==> src/rtl/frame_addr_gen.sv <==
// Raster address generator: walks an h_active x v_active rectangle and emits
// NUM_CH base-relative pixel addresses per beat over a valid/ready stream.
module frame_addr_gen #(
  parameter int ADDR_W   = 32,
  parameter int NUM_CH   = 3,
  parameter int BPP_LOG2 = 2,
  parameter int X_W      = 12,
  parameter int Y_W      = 11
) (
  input  logic                     clk,
  input  logic                     rst,
  input  logic                     start,
  input  logic [X_W-1:0]           h_active,
  input  logic [Y_W-1:0]           v_active,
  input  logic [ADDR_W-1:0]        line_stride,
  input  logic [NUM_CH*ADDR_W-1:0] base_addr,
  output logic [NUM_CH*ADDR_W-1:0] addr_out,
  output logic                     addr_valid,
  input  logic                     addr_ready,
  output logic                     line_last,
  output logic                     frame_last,
  output logic                     busy,
  output logic                     done,
  output logic [1:0]               fsm_state
);

  // Handshake: a beat transfers on a rising edge where addr_valid && addr_ready;
  // once raised, addr_valid and all beat fields hold until that transfer.
  // EMPTY is the single busy cycle an empty frame spends before FIN.
  typedef enum logic [1:0] {IDLE = 2'd0, RUN = 2'd1, EMPTY = 2'd2, FIN = 2'd3} state_t;

  state_t                  state, state_nxt;
  logic [X_W-1:0]          x, x_nxt, h_q, h_nxt, h_sel;
  logic [Y_W-1:0]          y, y_nxt, v_q, v_nxt, v_sel;
  logic [ADDR_W-1:0]       line_off, off_nxt, stride_q, stride_nxt, pix_off;
  logic [NUM_CH*ADDR_W-1:0] base_q, base_nxt, base_sel, addr_nxt;
  logic                    valid_nxt, ll_nxt, fl_nxt, busy_nxt, done_nxt, load_beat;

  assign fsm_state = state;

  always_comb begin
    state_nxt  = state;
    x_nxt      = x;
    y_nxt      = y;
    off_nxt    = line_off;
    h_nxt      = h_q;
    v_nxt      = v_q;
    stride_nxt = stride_q;
    base_nxt   = base_q;
    addr_nxt   = addr_out;
    valid_nxt  = addr_valid;
    ll_nxt     = line_last;
    fl_nxt     = frame_last;
    busy_nxt   = busy;
    done_nxt   = 1'b0;
    load_beat  = 1'b0;
    h_sel      = h_q;
    v_sel      = v_q;
    base_sel   = base_q;
    pix_off    = '0;

    case (state)
      IDLE: begin
        valid_nxt = 1'b0;
        busy_nxt  = 1'b0;
        if (start) begin
          h_nxt      = h_active;
          v_nxt      = v_active;
          stride_nxt = line_stride;
          base_nxt   = base_addr;
          h_sel      = h_active;
          v_sel      = v_active;
          base_sel   = base_addr;
          busy_nxt   = 1'b1;
          x_nxt      = '0;
          y_nxt      = '0;
          off_nxt    = '0;
          if (h_active != '0 && v_active != '0) begin
            state_nxt = RUN;
            valid_nxt = 1'b1;
            load_beat = 1'b1;
          end else begin
            state_nxt = EMPTY;
          end
        end
      end
      RUN: begin
        if (addr_valid && addr_ready) begin
          if (frame_last) begin
            state_nxt = FIN;
            valid_nxt = 1'b0;
            ll_nxt    = 1'b0;
            fl_nxt    = 1'b0;
            busy_nxt  = 1'b0;
            done_nxt  = 1'b1;
          end else begin
            load_beat = 1'b1;
            if (line_last) begin
              x_nxt   = '0;
              y_nxt   = y + Y_W'(1);
              off_nxt = line_off + stride_q;
            end else begin
              x_nxt = x + X_W'(1);
            end
          end
        end
      end
      EMPTY: begin
        state_nxt = FIN;
        busy_nxt  = 1'b0;
        done_nxt  = 1'b1;
      end
      FIN: state_nxt = IDLE;
      default: state_nxt = IDLE;
    endcase

    // Next beat is computed from the next counters so outputs stay registered
    // and line wraps cost no bubble.
    if (load_beat) begin
      pix_off = off_nxt + (ADDR_W'(x_nxt) << BPP_LOG2);
      for (int i = 0; i < NUM_CH; i++)
        addr_nxt[i*ADDR_W +: ADDR_W] = base_sel[i*ADDR_W +: ADDR_W] + pix_off;
      ll_nxt = (x_nxt == h_sel - X_W'(1));
      fl_nxt = ll_nxt && (y_nxt == v_sel - Y_W'(1));
    end
  end

  always_ff @(posedge clk or negedge rst) begin
    if (!rst) begin
      state      <= IDLE;
      x          <= '0;
      y          <= '0;
      line_off   <= '0;
      h_q        <= '0;
      v_q        <= '0;
      stride_q   <= '0;
      base_q     <= '0;
      addr_out   <= '0;
      addr_valid <= 1'b0;
      line_last  <= 1'b0;
      frame_last <= 1'b0;
      busy       <= 1'b0;
      done       <= 1'b0;
    end else begin
      state      <= state_nxt;
      x          <= x_nxt;
      y          <= y_nxt;
      line_off   <= off_nxt;
      h_q        <= h_nxt;
      v_q        <= v_nxt;
      stride_q   <= stride_nxt;
      base_q     <= base_nxt;
      addr_out   <= addr_nxt;
      addr_valid <= valid_nxt;
      line_last  <= ll_nxt;
      frame_last <= fl_nxt;
      busy       <= busy_nxt;
      done       <= done_nxt;
    end
  end

endmodule

==> config.mk <==
export PLATFORM = sky130hd
export DESIGN_NAME = frame_addr_gen
export DESIGN_NICKNAME = d
export VERILOG_FILES = /design/src/rtl/frame_addr_gen.sv
export SDC_FILE = /design/constraint.sdc
export NUM_CORES = 1
export LEC_CHECK = 0
export ABC_AREA = 1
export CORE_MARGIN = 1
export CORE_UTILIZATION = 30
export CTS_CLUSTER_SIZE = 16
export DETAILED_ROUTE_END_ITERATION = 16
export GPL_TIMING_DRIVEN = 0
export SLEW_MARGIN = 20
export SYNTH_ARGS = -nofsm -noshare
export SYNTH_HDL_FRONTEND = slang
export SYNTH_SLANG_ARGS = --single-unit
==> constraint.sdc <==
create_clock -name clk -period 7.05 [get_ports clk]
set_input_delay 1.41 -clock clk [delete_from_list [all_inputs] [get_ports clk]]
set_output_delay 1.41 -clock clk [all_outputs]
set_load 0.02 [all_outputs]
==> results_dict.tcl <==
set metrics [dict create \
    outcome "finished clean" \
    hold_viol 0 \
    cp_data_required_time_ns 7.49 \
    cts_tree "yes" \
    grt_pass1_wl_um 111000 \
    clockBufferDepth 3 \
    initial_core_util_pct 30.40 \
    crit_top_cell "nand3_1" \
    fin_worst_skew_ns 0.01552 \
    synth_common_cells "1000 x nand2_1, 309 x dfrtp_1, 277 x inv_1" \
    final.period_utilization_pct 95.20 \
    num_rows 96 \
    synthAdderAreaFrac_pct 9.269 \
    synth.area.top_cells "dfrtp_1 37%, nand2_1 18%, ha_1 8.8%, inv_1 5.0%, a21oi_1 3.9%" \
    met3_usage_pct 3.096 \
    postSynth.asyncResetShare_pct 100.0 \
    grt_max_degree 93 \
    layout-drive-gt1-share_pct 8.200 \
    yosys.cell_types.count 63 \
    yosys.area_share.simple_pct 30.11 \
    die_w_um 266.1 \
    grt_pass1_vias 19422 \
    dpl-instance-area_um2 24750 \
    vias 19558 \
    slew_violations 0 \
    ctsHoldBuffers 0 \
    p_leak_nw 13.18 \
    clkTransAtPathRegs_ns 0.06 \
    die_h_um 266.1 \
    synthXorXnorAreaFrac_pct 5.023 \
    gr-max-usage-layer "met2" \
    numCtsBuffers 39 \
    grt.total_usage_pct 20.46 \
    path_class "in2reg" \
    antenna_found_initial 1 \
    drt-initial-drc-count 1282 \
    synth_nets 3152 \
    synth-edff-count 0 \
    die_area_um2 70810 \
    avgViaCountPerCell 4.753 \
    synth_flop_cell "dfrtp_1" \
    vdd_drop_max_mv 0.2034 \
    slowest_stage "clkdlybuf4s50_1" \
    cts.sinks 309 \
    synth.largest_area_cell "dfrtp_1" \
    yosys.area.top_type_share_pct 36.96 \
    ys.warnings.count 0 \
    final_nets 3460 \
    met1_usage_pct 27.03 \
    root_buffer "clkbuf_16" \
    synth-compound-area-share_pct 11.97 \
    synthMuxAreaShare_pct 0.04784 \
    syn_area_per_cell_um2 7.355 \
    place.gp.congestion 0.9310 \
    powerDensity_nw_per_um2 394.1 \
    drt-total-wl_um 72630 \
    start_kind "primary input" \
    clkLatencyLatePin_ns 0.56 \
    seq_area_frac_synth_pct 36.96 \
    hold_slack_ns 0.4741 \
    drc 0 \
    dpl.hpwl_um 58170 \
    wl_per_cell_um 17.65 \
    io_buffer_count 257 \
    met2_usage_pct 34.49 \
    end_kind "register" \
    max_slew_margin_pct 38.57 \
    drv_cap 0 \
    synth.most_common_cell "nand2_1" \
    h-tree-depth 2 \
    finalSetupViolCount 0 \
    arrival_ns 7.16 \
    worstMarginPinSlew_ns 0.9214 \
    layout_min_cycle_time_ns 6.712 \
    first_pass_iters 8 \
    area_delta_synth_final_pct 26.32 \
    reg2reg_slack_ns 0.65 \
    worstHoldPathType "reg2reg" \
    num_io_pins 258 \
    cp_slowest_stage_delay_ns 0.47 \
    synth_cells 2845 \
    fp.coreArea_um2 68830 \
    synth_area_um2 20920 \
    ant_nets 0 \
    fmaxAchievable_mhz 149.0 \
    ys_ff_latch 309 \
    overflow 0 \
    cp_max_fo 6 \
    final_cell_area_um2 26430 \
    synth_top_family_by_area "simple AND/OR/NAND/NOR gates" \
]
-- power by group --
part | internal (mW) | switching, mW | leakage, nW
registers | 2.49 | 0.391 | 3.90
logic | 1.94 | 3.42 | 8.60
clock network | 1.33 | 0.838 | 0.670
total | 5.76 | 4.65 | 13.2
-- through the flow --
step / worst slack, ns / util, % / power [mW] / std cells / TNS [ns]
floorplan: 1.190 / - / 6.216 / 2845 / 0
global placement: -9.408 / 35.83 / 8.135 / 4033 / -2923.66
detailed placement: -1.122 / 35.96 / 8.173 / 4036 / -22.69
CTS: 0.006503 / 38.03 / 10.44 / 4110 / 0
global route: -0.01448 / 38.40 / 11.19 / 4114 / -0.04114
finish: 0.3382 / 38.40 / 10.42 / 4115 / 0
-- state kept, by name (all words and copies together) (netlist names), 2 cells and up --
register   cells
v_q           11
fsm_state      2
addr_out      96
x             12
h_q           12
base_q        96
y             11
stride_q      32
line_off      32
-- cell families (layout without fill, tap and decap cells) --
kind of cell,after synthesis,count (layout)
other cells,0,1
buf+inv,359,697
simple gates,1462,1462
fa+ha+maj,152,152
flops,309,309
compound gates,442,442
mux,1,1
xor+xnor,120,120
-- final timing paths --
check,from,endpoint,depth (start not counted)
max in group asynchronous,rst,stride_q[3],3
worst max-delay path,addr_ready,addr_out[31],32
worst min register to register,addr_out[32],addr_out[32],2
min in group asynchronous,rst,addr_out[24],1
worst max register to register,fsm_state[1],addr_out[62],26
worst min-delay path,addr_out[32],addr_out[32],2
-- area by class of cell --
cell class | instances | area [um^2]
plain buffers | 64 | 281.5
multi-input cells | 2177 | 12060
clock buffers | 52 | 1075
flip-flops and latches | 309 | 7732
diodes | 1 | 2.502
inverters | 293 | 1104
fillers | 7194 | 42400
well taps | 931 | 1165
clock inverters | 19 | 284.0
repair buffers | 269 | 2730
-- cell usage in the layout (no fill, tap or decap), types with 18 or more instances in the layout --
master / n
inv_1: 276
a31oi_1: 20
a21oi_1: 159
clkbuf_16: 39
or2_2: 37
nand2_2: 18
ha_1: 141
nor3_1: 26
o21ai_0: 138
clkdlybuf4s50_1: 255
nand2_1: 997
clkbuf_1: 53
dfrtp_1: 309
xnor2_1: 47
nand4_1: 22
nand3_1: 138
xor2_1: 65
o21ai_1: 26
nor2_1: 129
-- critical path: cells and delay by family --
kind            cells  cell delay, ns
compound gates      4            0.84
xor+xnor            2            0.38
fa+ha+maj           3            1.12
simple gates       17            2.33
buf+inv             6            1.06
-- metal layers --
| metal | share of wire (%) | up-vias |
|---|---|---|
| met3 | 5.3 | 85 |
| met1 | 45 | 9098 |
| met5 | 0 | - |
| li1 | - | 9877 |
| met4 | 2.7 | 0 |
| met2 | 47 | 498 |
-- repair_timing --
action / 4_1_cts / 5_1_grt
hold endpoints to repair: 0 / 0
buffers inserted: 5 / 4
pin swaps: 3 / 6
resized for setup: 9 / 44
setup endpoints to repair: 17 / 18
No activity file was read; power rests on OpenSTA's default activity.
